===== src/rtl/sync_fifo_buf_pkg.sv =====
// rtl/sync_fifo_buf_pkg.sv - shared defaults, flag bundle and parameter checks for sync_fifo_buf
// Purpose: common definitions imported by sync_fifo_buf and sync_fifo_mem.
// Contents: default SIZE/DEPTH/AF_LEVEL, registered status flag struct,
//           power-of-two and parameter-legality helpers used at elaboration.
package sync_fifo_buf_pkg;

  localparam int DEF_SIZE     = 8;
  localparam int DEF_DEPTH    = 4;
  localparam int DEF_AF_LEVEL = 3;

  // Status flags are registered together from the next-state count.
  typedef struct packed {
    logic empty;
    logic full;
    logic afull;
  } fifo_flags_t;

  localparam fifo_flags_t FLAGS_RESET = '{empty: 1'b1, full: 1'b0, afull: 1'b0};

  function automatic bit is_pow2(input int value);
    return (value > 0) && ((value & (value - 1)) == 0);
  endfunction

  // Pointer wrap relies on DEPTH being a power of two; DEPTH=1 would give
  // zero-width pointers.
  function automatic bit fifo_params_ok(input int depth, input int af_level);
    return is_pow2(depth) && (depth >= 2) && (af_level >= 1) && (af_level <= depth);
  endfunction

endpackage


===== src/rtl/sync_fifo_mem.sv =====
// rtl/sync_fifo_mem.sv - DEPTH x SIZE register array, sync write, async read
// Purpose: storage for sync_fifo_buf. The array has no reset; contents survive rst.
// Ports:
//   clk    in   rising-edge clock
//   we     in   write enable
//   waddr  in   write address ($clog2(DEPTH) bits)
//   wdata  in   write data (SIZE bits)
//   raddr  in   read address ($clog2(DEPTH) bits)
//   rdata  out  combinational read data (SIZE bits)
module sync_fifo_mem
  import sync_fifo_buf_pkg::*;
#(
  parameter int SIZE  = DEF_SIZE,
  parameter int DEPTH = DEF_DEPTH
) (
  input  logic                     clk,
  input  logic                     we,
  input  logic [$clog2(DEPTH)-1:0] waddr,
  input  logic [SIZE-1:0]          wdata,
  input  logic [$clog2(DEPTH)-1:0] raddr,
  output logic [SIZE-1:0]          rdata
);

  logic [SIZE-1:0] mem [DEPTH];

  always_ff @(posedge clk) begin
    if (we) begin
      mem[waddr] <= wdata;
    end
  end

  // A simultaneous write and read to the same address returns the old
  // contents, which is what the full-buffer read/write case needs.
  assign rdata = mem[raddr];

endmodule


===== src/rtl/sync_fifo_buf.sv =====
// rtl/sync_fifo_buf.sv - single-clock DEPTH-entry FIFO with flags, count and error pulses
// Purpose: buffers SIZE-bit words between a producer and consumer in one clock domain.
// Ports:
//   clk        in   rising-edge clock
//   rst        in   asynchronous active-low reset
//   w_data     in   write data
//   w_en       in   write request
//   w_full     out  buffer full (registered)
//   w_afull    out  count >= AF_LEVEL (registered)
//   r_en       in   read request
//   r_data     out  read data, registered, valid the cycle after an accepted read
//   r_empty    out  buffer empty (registered)
//   count      out  occupancy 0..DEPTH
//   overflow   out  1-cycle pulse: write rejected
//   underflow  out  1-cycle pulse: read rejected
module sync_fifo_buf
  import sync_fifo_buf_pkg::*;
#(
  parameter int SIZE     = DEF_SIZE,
  parameter int DEPTH    = DEF_DEPTH,
  parameter int AF_LEVEL = DEF_AF_LEVEL
) (
  input  logic                   clk,
  input  logic                   rst,
  input  logic [SIZE-1:0]        w_data,
  input  logic                   w_en,
  output logic                   w_full,
  output logic                   w_afull,
  input  logic                   r_en,
  output logic [SIZE-1:0]        r_data,
  output logic                   r_empty,
  output logic [$clog2(DEPTH):0] count,
  output logic                   overflow,
  output logic                   underflow
);

  localparam int ADDR_W = $clog2(DEPTH);
  localparam int CNT_W  = ADDR_W + 1;

  localparam logic [CNT_W-1:0]  FULL_CNT = CNT_W'(DEPTH);
  localparam logic [CNT_W-1:0]  AF_CNT   = CNT_W'(AF_LEVEL);
  localparam logic [CNT_W-1:0]  CNT_ONE  = CNT_W'(1);
  localparam logic [ADDR_W-1:0] PTR_ONE  = ADDR_W'(1);

  if (!fifo_params_ok(DEPTH, AF_LEVEL)) begin : g_param_err
    $error("sync_fifo_buf: DEPTH must be a power of two >= 2 and 1 <= AF_LEVEL <= DEPTH");
  end

  logic [ADDR_W-1:0] wptr;
  logic [ADDR_W-1:0] rptr;
  logic [CNT_W-1:0]  cnt_q;
  logic [CNT_W-1:0]  cnt_d;
  fifo_flags_t       flags_q;
  fifo_flags_t       flags_d;
  logic [SIZE-1:0]   mem_rdata;
  logic [SIZE-1:0]   r_data_q;
  logic              overflow_q;
  logic              underflow_q;
  logic              rd_ok;
  logic              wr_ok;

  // A read frees a slot in the same cycle, so a full buffer still takes a
  // write when a read is accepted alongside it.
  assign rd_ok = r_en & ~flags_q.empty;
  assign wr_ok = w_en & (~flags_q.full | rd_ok);

  always_comb begin
    cnt_d = cnt_q;
    case ({wr_ok, rd_ok})
      2'b10:   cnt_d = cnt_q + CNT_ONE;
      2'b01:   cnt_d = cnt_q - CNT_ONE;
      default: cnt_d = cnt_q;
    endcase
    flags_d.empty = (cnt_d == '0);
    flags_d.full  = (cnt_d == FULL_CNT);
    flags_d.afull = (cnt_d >= AF_CNT);
  end

  always_ff @(posedge clk or negedge rst) begin
    if (!rst) begin
      wptr        <= '0;
      rptr        <= '0;
      cnt_q       <= '0;
      flags_q     <= FLAGS_RESET;
      r_data_q    <= '0;
      overflow_q  <= 1'b0;
      underflow_q <= 1'b0;
    end else begin
      cnt_q       <= cnt_d;
      flags_q     <= flags_d;
      overflow_q  <= w_en & ~wr_ok;
      underflow_q <= r_en & ~rd_ok;
      if (wr_ok) begin
        wptr <= wptr + PTR_ONE;
      end
      if (rd_ok) begin
        rptr     <= rptr + PTR_ONE;
        r_data_q <= mem_rdata;
      end
    end
  end

  sync_fifo_mem #(
    .SIZE  (SIZE),
    .DEPTH (DEPTH)
  ) u_mem (
    .clk   (clk),
    .we    (wr_ok),
    .waddr (wptr),
    .wdata (w_data),
    .raddr (rptr),
    .rdata (mem_rdata)
  );

  assign count     = cnt_q;
  assign r_empty   = flags_q.empty;
  assign w_full    = flags_q.full;
  assign w_afull   = flags_q.afull;
  assign r_data    = r_data_q;
  assign overflow  = overflow_q;
  assign underflow = underflow_q;

endmodule

===== config.mk =====
export PLATFORM = sky130hd
export DESIGN_NAME = sync_fifo_buf
export DESIGN_NICKNAME = d
export VERILOG_FILES = /design/src/rtl/sync_fifo_buf_pkg.sv /design/src/rtl/sync_fifo_mem.sv /design/src/rtl/sync_fifo_buf.sv
export SDC_FILE = /design/constraint.sdc
export NUM_CORES = 1
export LEC_CHECK = 0
export BUFFER_PORTS_ARGS = -buffer_cell sky130_fd_sc_hd__clkbuf_2
export CAP_MARGIN = 20
export CORE_ASPECT_RATIO = 0.8
export CORE_MARGIN = 1
export CORE_UTILIZATION = 46
export CTS_CLUSTER_DIAMETER = 30
export DETAILED_ROUTE_END_ITERATION = 12
export GPL_TIMING_DRIVEN = 0
export PLACE_DENSITY = 0.66
export RECOVER_POWER = 50
export SYNTH_ARGS = -nofsm -noshare
export SYNTH_HDL_FRONTEND = slang
export SYNTH_SLANG_ARGS = --single-unit

===== constraint.sdc =====
create_clock -name clk -period 2.4 [get_ports clk]
set_input_delay 0.48 -clock clk [delete_from_list [all_inputs] [get_ports clk]]
set_output_delay 0.48 -clock clk [all_outputs]
set_load 0.005 [all_outputs]

==> flow_metrics.py, run 1 <==
metrics = {
    "global_route": {
        "grt_pass1_wl_mm": 6.07,
        "gr-total-overflow": 0,
        "grt_max_degree": 21,
        "antenna_found_initial": 0,
        "grt_usage": 0.173,
        "grt_pass1_vias": 1237,
    },
    "route": {
        "vias_per_cell": 5.08,
        "drc": 0,
        "firstDrtPassIters": 4,
        "antenna_left": 0,
        "wl_per_cell_um": 16.1,
        "vias": 1139,
        "drt_wl_total_mm": 3.61,
        "first_iter_violations": 82,
    },
    "timing": {
        "period_minus_slack_ps": 2220,
        "relSlewSlack": 0.210,
        "drv_slew": 0,
        "holdWs_ps": 401,
        "finalSetupViolCount": 0,
        "hold_viol": 0,
        "skew_ps": 6.14,
        "min_period_over_period": 0.925,
        "worst_slew_pin_slew_ps": 1180,
        "rsz0062_at_grt": "no",
        "max_freq_mhz": 450,
        "fin_tns_setup_ps": 0,
    },
    "critical_path": {
        "cp.arrival_ps": 2460,
        "crit_type": "reg -> reg",
        "critPathCaptureType": "flop",
        "reg2reg_depth": 9,
        "cp.required_ps": 2640,
        "startpoint_type": "flop",
        "critPathMaxFanout": 7,
    },
    "min_path": {
        "worstHoldPathType": "in -> async",
    },
    "synthesis": {
        "synth.top_cells.by_count": "32 x edfxtp_1, 19 x dfrtp_1, 17 x mux2i_1, 11 x nand2_1, 7 x o221ai_1",
        "syn_inst": 132,
        "syn-cell-area_mm2": 0.00210,
        "synthTopCellsByArea": "edfxtp_1 46%, dfrtp_1 23%, mux2i_1 8.1%, ha_1 3.0%, o221ai_1 2.9%",
        "yosysUniqueCellTypes": 32,
        "syn-num-nets": 150,
        "yosysWarnings": 0,
        "synthArstFlopShare": 0.385,
        "synth_edf_count": 32,
        "yosys.area.top_type": "edfxtp_1",
        "ys.flop_type": "edfxtp_1",
        "synth_top_area_share": 0.457,
        "syn_area_per_cell_um2": 15.9,
        "yosysMostFrequentCell": "edfxtp_1",
        "ys_seq_elements": 52,
        "ys_seq_area_frac": 0.695,
    },
    "cts": {
        "post_cts_resized": 0,
        "hold_buffers": 0,
        "clk_pin_slew_ps": 90,
        "cts_tree": "done",
        "clockRootBuffer": "clkbuf_8",
        "cts-buffers-inserted": 5,
        "cts_max_level": 2,
        "clock_latency_ps": 300,
        "clk_path_buf_depth": 2,
        "clock-sinks": 52,
        "post-cts-setup-buffers": 0,
    },
    "die": {
        "dieWidth_um": 77.6,
        "start_util": 0.491,
        "core-area_mm2": 0.00428,
        "die_y_um": 62.5,
        "pin_count": 28,
        "dieArea_mm2": 0.00485,
        "rows": 21,
    },
    "job": {
        "cap_violations": 0,
    },
    "layout": {
        "post-route-cell-area_mm2": 0.00238,
        "drive_above_1_share": 0.210,
        "n_fill_cell": 359,
        "nNetsFinal": 184,
        "area_delta_synth_final_pct": 13.1,
        "antenna_cells": 0,
    },
    "placed_design": {
        "io_buffers": 27,
        "gp_congestion": 0.705,
        "hpwlAfterDp_mm": 2.49,
        "placed_cell_area_mm2": 0.00231,
    },
    "power_and_ir_drop": {
        "p_per_area_mw_per_mm2": 1140,
        "vdd_drop_max_v": 0.000429,
        "p_leak_nw": 0.997,
    },
    "run_status": {
        "status": "completed",
    },
}
## sequential cells by signal, indices dropped and copies added (netlist names)
name / count
rptr: 2
w_full: 1
r_data: 8
wptr: 2
w_afull: 1
u_mem.mem: 32
overflow: 1
count: 3
underflow: 1
r_empty: 1
## routing by layer
layer  vias to the layer above  part of all wire  GRT usage
li1                        546                 -          -
met1                       570              0.46      0.218
met2                        16              0.50      0.293
met3                         7             0.030     0.0409
met4                         0             0.013     0.0566
met5                         -                 0          0
## final cells by class
| class | count | area [um^2] | share of cell area |
|---|---|---|---|
| Inverter | 7 | 26.3 | 0.0110 |
| Buffer | 4 | 35.0 | 0.0147 |
| Multi-Input combinational cell | 69 | 577 | 0.242 |
| Sequential cell | 52 | 1460 | 0.614 |
| Timing Repair Buffer | 27 | 124 | 0.0520 |
| Clock inverter | 2 | 12.5 | 0.00525 |
| Clock buffer | 6 | 72.6 | 0.0305 |
| Tap cell | 57 | 71.3 | 0.0300 |
## critical path, stage by stage (launching register included)
cell and delay (ps):
dfstp_1 540, nand2b_4 150, a21boi_4 90, inv_1 70, ha_1 180, inv_1 70
fa_1 370, xor2_1 210, o21ai_0 280, o211a_1 210
## layout by cell type (no fill, tap or decap), types with 2 or more instances in the layout
cell      count
clkbuf_1     11
o221ai_1      7
ha_1          5
dfrtp_1      19
inv_1         6
o21ai_0       2
nand2b_1      2
mux2i_1      17
xnor2_1       3
clkbuf_8      5
clkbuf_2     18
edfxtp_1     32
and2_1        6
nand2_1      12
## cell families (layout without fill, tap and decap cells)
group | after synthesis | in the layout | synth area share
compound gates | 13 | 13 | 0.0571
xor+xnor | 4 | 4 | 0.0166
fa+ha+maj | 6 | 6 | 0.0392
buf+inv | 11 | 46 | 0.0297
flops | 52 | 52 | 0.695
mux | 18 | 18 | 0.0862
simple gates | 28 | 28 | 0.0761
## metrics by stage
stage                     cells  power (mW)   util  setup WS (ps)
after floorplan             132        1.97      -            325
after global placement      216        2.23  0.540            184
after detailed placement    216        2.29  0.540            100
after CTS                   224        2.76  0.559            169
after global routing        224        2.90  0.556           27.6
final                       224        2.72  0.556            179
## path summary, 6_finish.rpt
kind / start / endpoint / slack [ps]
max in group asynchronous: rst / r_data[0]$_DFFE_PN0P_ / 1300
worst min register to register: r_data[3]$_DFFE_PN0P_ / r_data[3]$_DFFE_PN0P_ / 490
worst min-delay path: rst / overflow$_DFF_PN0_ / 400
worst max-delay path: r_empty$_DFF_PN1_ / r_empty$_DFF_PN1_ / 180
min in group clk: r_en / underflow$_DFF_PN0_ / 450
worst max register to register: r_empty$_DFF_PN1_ / r_empty$_DFF_PN1_ / 180
## power breakdown
| group | total [mW] | internal (mW) | switching [mW] |
|---|---|---|---|
| Combinational | 0.902 | 0.418 | 0.483 |
| Clock | 0.473 | 0.204 | 0.269 |
| Sequential | 1.34 | 1.22 | 0.123 |
Note: power is estimated with default switching activity, not from simulation.
==> inputs of run 2 (changes only) <==
--- a/config.mk
+++ b/config.mk
@@ -12,7 +12,6 @@
 export CORE_UTILIZATION = 46
 export CTS_CLUSTER_DIAMETER = 30
 export DETAILED_ROUTE_END_ITERATION = 12
-export GPL_TIMING_DRIVEN = 0
 export PLACE_DENSITY = 0.66
 export RECOVER_POWER = 50
 export SYNTH_ARGS = -nofsm -noshare
==> constraint.sdc (replaced) <==
create_clock -name clk -period 2.4 [get_ports clk]
set_input_delay 0.6 -clock clk [delete_from_list [all_inputs] [get_ports clk]]
set_output_delay 0.6 -clock clk [all_outputs]
set_load 0.005 [all_outputs]
==> flow_metrics.py, run 2 (synthesis gave the netlist of run 1 again) <==
metrics = {
    "die": {
        "dieArea_mm2": 0.00485,
        "start_util": 0.491,
        "core-area_mm2": 0.00428,
        "rows": 21,
        "dieWidth_um": 77.6,
        "pin_count": 28,
        "die_y_um": 62.5,
    },
    "route": {
        "firstDrtPassIters": 4,
        "drt_wl_total_mm": 3.40,
        "drc": 0,
        "wl_per_cell_um": 15.3,
        "antenna_left": 0,
        "vias_per_cell": 5.09,
        "vias": 1135,
        "first_iter_violations": 76,
    },
    "critical_path": {
        "worstReg2RegStart": "r_empty$_DFF_PN1_",
        "critPathCaptureType": "flop",
        "crit_type": "reg -> reg",
        "cp.arrival_ps": 2340,
        "reg2reg_depth": 9,
        "timing.rr.end": "w_afull$_DFF_PN0_",
        "critPathMaxFanout": 4,
        "rrSetupSlack_ps": 220,
        "cp.required_ps": 2560,
        "startpoint_type": "flop",
    },
    "global_route": {
        "grt_usage": 0.161,
        "grtUsageMet2": 0.269,
        "busiest_layer": "met2",
        "use_met3": 0.0394,
        "grt_pass1_wl_mm": 5.85,
        "antenna_found_initial": 0,
        "grt_max_degree": 21,
        "grt_pass1_vias": 1197,
        "grt_util_met1": 0.209,
        "gr-total-overflow": 0,
    },
    "power_and_ir_drop": {
        "switching_share": 0.305,
        "p_comb_frac": 0.296,
        "pwr-share-clk": 0.207,
        "vdd_drop_max_v": 0.000553,
        "p_per_area_mw_per_mm2": 1160,
        "power_frac_seq": 0.498,
        "p_int_mw": 1.92,
        "finalPower_mw": 2.76,
        "switchingPower_mw": 0.843,
        "p_leak_nw": 1.00,
    },
    "timing": {
        "skew_ps": 3.94,
        "period_minus_slack_ps": 2180,
        "relSlewSlack": 0.234,
        "hold_viol": 0,
        "rsz0062_at_grt": "no",
        "fin_tns_setup_ps": 0,
        "worst_slew_pin_slew_ps": 1150,
        "min_period_over_period": 0.908,
        "finalSetupViolCount": 0,
        "drv_slew": 0,
        "max_freq_mhz": 459,
    },
    "cts": {
        "cts-buffers-inserted": 5,
        "clock_latency_ps": 290,
        "cts_max_level": 2,
        "hold_buffers": 0,
        "cts_tree": "done",
        "clockRootBuffer": "clkbuf_8",
        "clock-sinks": 52,
        "clk_path_buf_depth": 2,
        "post_cts_resized": 0,
        "post-cts-setup-buffers": 0,
        "clk_pin_slew_ps": 90,
    },
    "layout": {
        "layout_common_cells": "32 x edfxtp_1, 19 x dfrtp_1, 18 x clkbuf_2",
        "largest_register": "u_mem.mem",
        "antenna_cells": 0,
        "final_common_cell": "edfxtp_1",
        "nNetsFinal": 183,
        "area_delta_synth_final_pct": 13.4,
        "instances_no_fill": 223,
        "largest_reg_flops": 32,
        "drive_above_1_share": 0.205,
    },
    "min_path": {
        "worstHoldPathType": "reg -> reg",
        "holdPathStages": 2,
        "min_to": "r_data[5]$_DFFE_PN0P_",
        "min_from": "r_data[5]$_DFFE_PN0P_",
    },
    "placed_design": {
        "hpwlAfterDp_mm": 2.39,
        "gp_congestion": 0.732,
        "io_buffers": 27,
        "dp_cells": 215,
    },
    "job": {
        "cap_violations": 0,
    },
    "run_status": {
        "status": "completed",
    },
}
-- run 2: worst max-delay path by stage --
stage	start	endpoint	cells after the start
floorplan	r_en	w_full$_DFF_PN0_	9
global placement	r_en	r_empty$_DFF_PN1_	10
detailed placement	r_en	w_afull$_DFF_PN0_	10
CTS	r_empty$_DFF_PN1_	w_afull$_DFF_PN0_	9
global route	r_empty$_DFF_PN1_	w_afull$_DFF_PN0_	9
finish	r_empty$_DFF_PN1_	w_afull$_DFF_PN0_	9
-- run 2: power groups by stage --
stage	clock (mW)	sequential (mW)	combinational, mW
floorplan	0	1.35	0.621
global placement	0	1.39	0.803
detailed placement	0	1.40	0.840
CTS	0.581	1.38	0.842
global route	0.624	1.41	0.928
finish	0.572	1.37	0.817
-- run 2: through the flow --
| step | hold slack, ps | utilization | cell area (um^2) | setup WS [ps] |
|---|---|---|---|---|
| 2_1_floorplan | 304 | - | 2100 | 301 |
| 3_3_place_gp | 469 | 0.536 | 2300 | 174 |
| 3_5_place_dp | 474 | 0.536 | 2300 | 74.6 |
| 4_1_cts | 287 | 0.561 | 2400 | 188 |
| 5_1_grt | 517 | 0.557 | 2390 | 46.3 |
| 6_report | 489 | 0.557 | 2390 | 221 |
-- run 2: critical path, stage by stage, from the launching register on --
cell	delay [ps]
dfstp_2	550
nand2b_4	150
a21boi_4	60
inv_1	60
ha_1	180
inv_1	70
fa_1	380
xor2_1	200
o21ai_0	280
nand3_1	120
-- run 2: final cells by class --
cell class / count / area (um^2)
timing repair buffer: 30 / 143
sequential: 52 / 1460
clock buffer: 6 / 72.6
multi-input combinational: 69 / 577
fill: 367 / 1900
clock inverter: 2 / 35.0
inverter: 7 / 26.3
tap: 57 / 71.3
-- run 2: layer usage --
metal / vias to the layer above / routed length (um)
met5: - / 0
li1: 540 / -
met3: 5 / 87
met2: 17 / 1700
met1: 573 / 1590
met4: 0 / 23
==> inputs of run 3 (changes only) <==
--- a/config.mk
+++ b/config.mk
@@ -9,10 +9,10 @@
 export CAP_MARGIN = 20
 export CORE_ASPECT_RATIO = 0.8
 export CORE_MARGIN = 1
-export CORE_UTILIZATION = 46
+export CORE_UTILIZATION = 50
 export CTS_CLUSTER_DIAMETER = 30
 export DETAILED_ROUTE_END_ITERATION = 12
-export PLACE_DENSITY = 0.66
+export PLACE_DENSITY_LB_ADDON = 0.15
 export RECOVER_POWER = 50
 export SYNTH_ARGS = -nofsm -noshare
 export SYNTH_HDL_FRONTEND = slang
==> flow_metrics.py, run 3 (synthesis gave the netlist of run 1 again) <==
metrics = {
    "min_path": {
        "worstHoldPathType": "in -> async",
    },
    "layout": {
        "final_common_cell": "edfxtp_1",
        "largest_reg_flops": 32,
        "area_delta_synth_final_pct": 12.5,
        "instances_no_fill": 221,
        "layout_common_cells": "32 x edfxtp_1, 19 x dfrtp_1, 17 x mux2i_1, 17 x clkbuf_2, 12 x nand2_1",
        "largest_register": "u_mem.mem",
        "n_fill_cell": 327,
        "drive_above_1_share": 0.205,
        "nNetsFinal": 183,
        "antenna_cells": 0,
    },
    "critical_path": {
        "crit_slowest_cell": "dfstp_2",
        "crit_type": "reg -> reg",
        "startpoint_type": "flop",
        "critPathMostFrequentCell": "inv_1",
        "critPathCaptureType": "flop",
        "cp.arrival_ps": 2480,
        "critical-path-max-stage-delay_ps": 540,
        "cp.required_ps": 2650,
        "rrSetupSlack_ps": 170,
        "crit_chain": "nand2b_4, a21boi_4, inv_1, ha_1, inv_1, fa_1, xor2_1, o21ai_0, o211a_1",
        "worstReg2RegStart": "r_empty$_DFF_PN1_",
        "critPathMaxFanout": 7,
        "startpoint": "r_empty$_DFF_PN1_",
    },
    "power_and_ir_drop": {
        "p_per_area_mw_per_mm2": 1130,
        "vdd_drop_max_v": 0.000463,
        "p_leak_nw": 0.987,
    },
    "placed_design": {
        "hpwlAfterDp_mm": 2.29,
        "gp_congestion": 0.772,
        "dp_cells": 213,
        "place_ws_ps": 69.3,
        "io_buffers": 27,
    },
    "route": {
        "vias_per_cell": 5.03,
        "antenna_left": 0,
        "firstDrtPassIters": 4,
        "first_iter_violations": 80,
        "vias": 1112,
        "drc": 0,
        "drt_wl_total_mm": 3.31,
        "wl_per_cell_um": 15.0,
    },
    "die": {
        "rows": 20,
        "die_y_um": 60.0,
        "dieArea_mm2": 0.00447,
        "core-area_mm2": 0.00390,
        "start_util": 0.539,
        "pin_count": 28,
        "dieWidth_um": 74.5,
    },
    "timing": {
        "min_period_over_period": 0.929,
        "hold_viol": 0,
        "period_minus_slack_ps": 2230,
        "drv_slew": 0,
        "max_freq_mhz": 448,
        "holdWs_ps": 479,
        "skew_ps": 5.75,
        "rsz0062_at_grt": "no",
        "finalSetupViolCount": 0,
        "relSlewSlack": 0.260,
        "setup_slack_ps": 170,
        "worst_slew_pin_slew_ps": 1110,
        "fin_tns_setup_ps": 0,
    },
    "cts": {
        "clk_pin_slew_ps": 90,
        "hold_buffers": 0,
        "cts-buffers-inserted": 5,
        "clock_latency_ps": 310,
        "post_cts_resized": 0,
        "clock-sinks": 52,
        "cts_tree": "done",
        "cts_max_level": 2,
        "clk_path_buf_depth": 2,
        "clockRootBuffer": "clkbuf_8",
        "post-cts-setup-buffers": 0,
    },
    "global_route": {
        "grt_usage": 0.178,
        "gr-total-overflow": 0,
        "grt_pass1_vias": 1113,
        "grt_pass1_wl_mm": 5.50,
        "antenna_found_initial": 0,
        "grt_max_degree": 21,
    },
    "run_status": {
        "status": "completed",
    },
    "job": {
        "cap_violations": 0,
    },
}
run 3: per-layer routing:
| layer | vias up | track usage | part of all wire |
|---|---|---|---|
| met4 | 0 | 0.0566 | 0.011 |
| met3 | 5 | 0.0455 | 0.042 |
| met1 | 539 | 0.246 | 0.47 |
| li1 | 544 | - | - |
| met5 | - | 0 | 0 |
| met2 | 24 | 0.278 | 0.48 |
run 3: critical path: cells and delay by family, from the launching register on:
family          cells  cell delay, ps
compound gates      3             590
xor+xnor            1             200
fa+ha+maj           2             560
buf+inv             2             110
flops               1             540
simple gates        1             180
run 3: power by group:
group          leakage (nW)  internal [mW]  switching (mW)
sequential            0.538           1.22           0.165
combinational         0.408          0.392           0.420
clock                0.0404          0.207           0.283
total                 0.987           1.82           0.869
run 3: through the flow:
| step | power, mW | cell area [um^2] | utilization |
|---|---|---|---|
| finish | 2.69 | 2370 | 0.607 |
| global route | 2.89 | 2370 | 0.607 |
| CTS | 2.73 | 2390 | 0.612 |
| detailed placement | 2.24 | 2290 | 0.588 |
| global placement | 2.20 | 2290 | 0.588 |
| floorplan | 1.97 | 2100 | - |
run 3: final cells by class:
type / instances / area (um^2) / area share
Clock buffer: 5 / 68.8 / 0.0291
Clock inverter: 3 / 23.8 / 0.0100
Multi-Input combinational cell: 69 / 577 / 0.244
Timing Repair Buffer: 30 / 141 / 0.0597
Tap cell: 55 / 68.8 / 0.0291
Inverter: 7 / 26.3 / 0.0111
Sequential cell: 52 / 1460 / 0.618
run 3: path summary, 6_finish.rpt:
check / endpoint / cells after the start
setup reg to reg: r_empty$_DFF_PN1_ / 9
max in group asynchronous: rptr[1]$_DFFE_PN0P_ / 1
hold / removal: r_data[7]$_DFFE_PN0P_ / 1
setup / recovery: r_empty$_DFF_PN1_ / 9
min in group clk: rptr[0]$_DFFE_PN0P_ / 2
hold reg to reg: rptr[0]$_DFFE_PN0P_ / 2
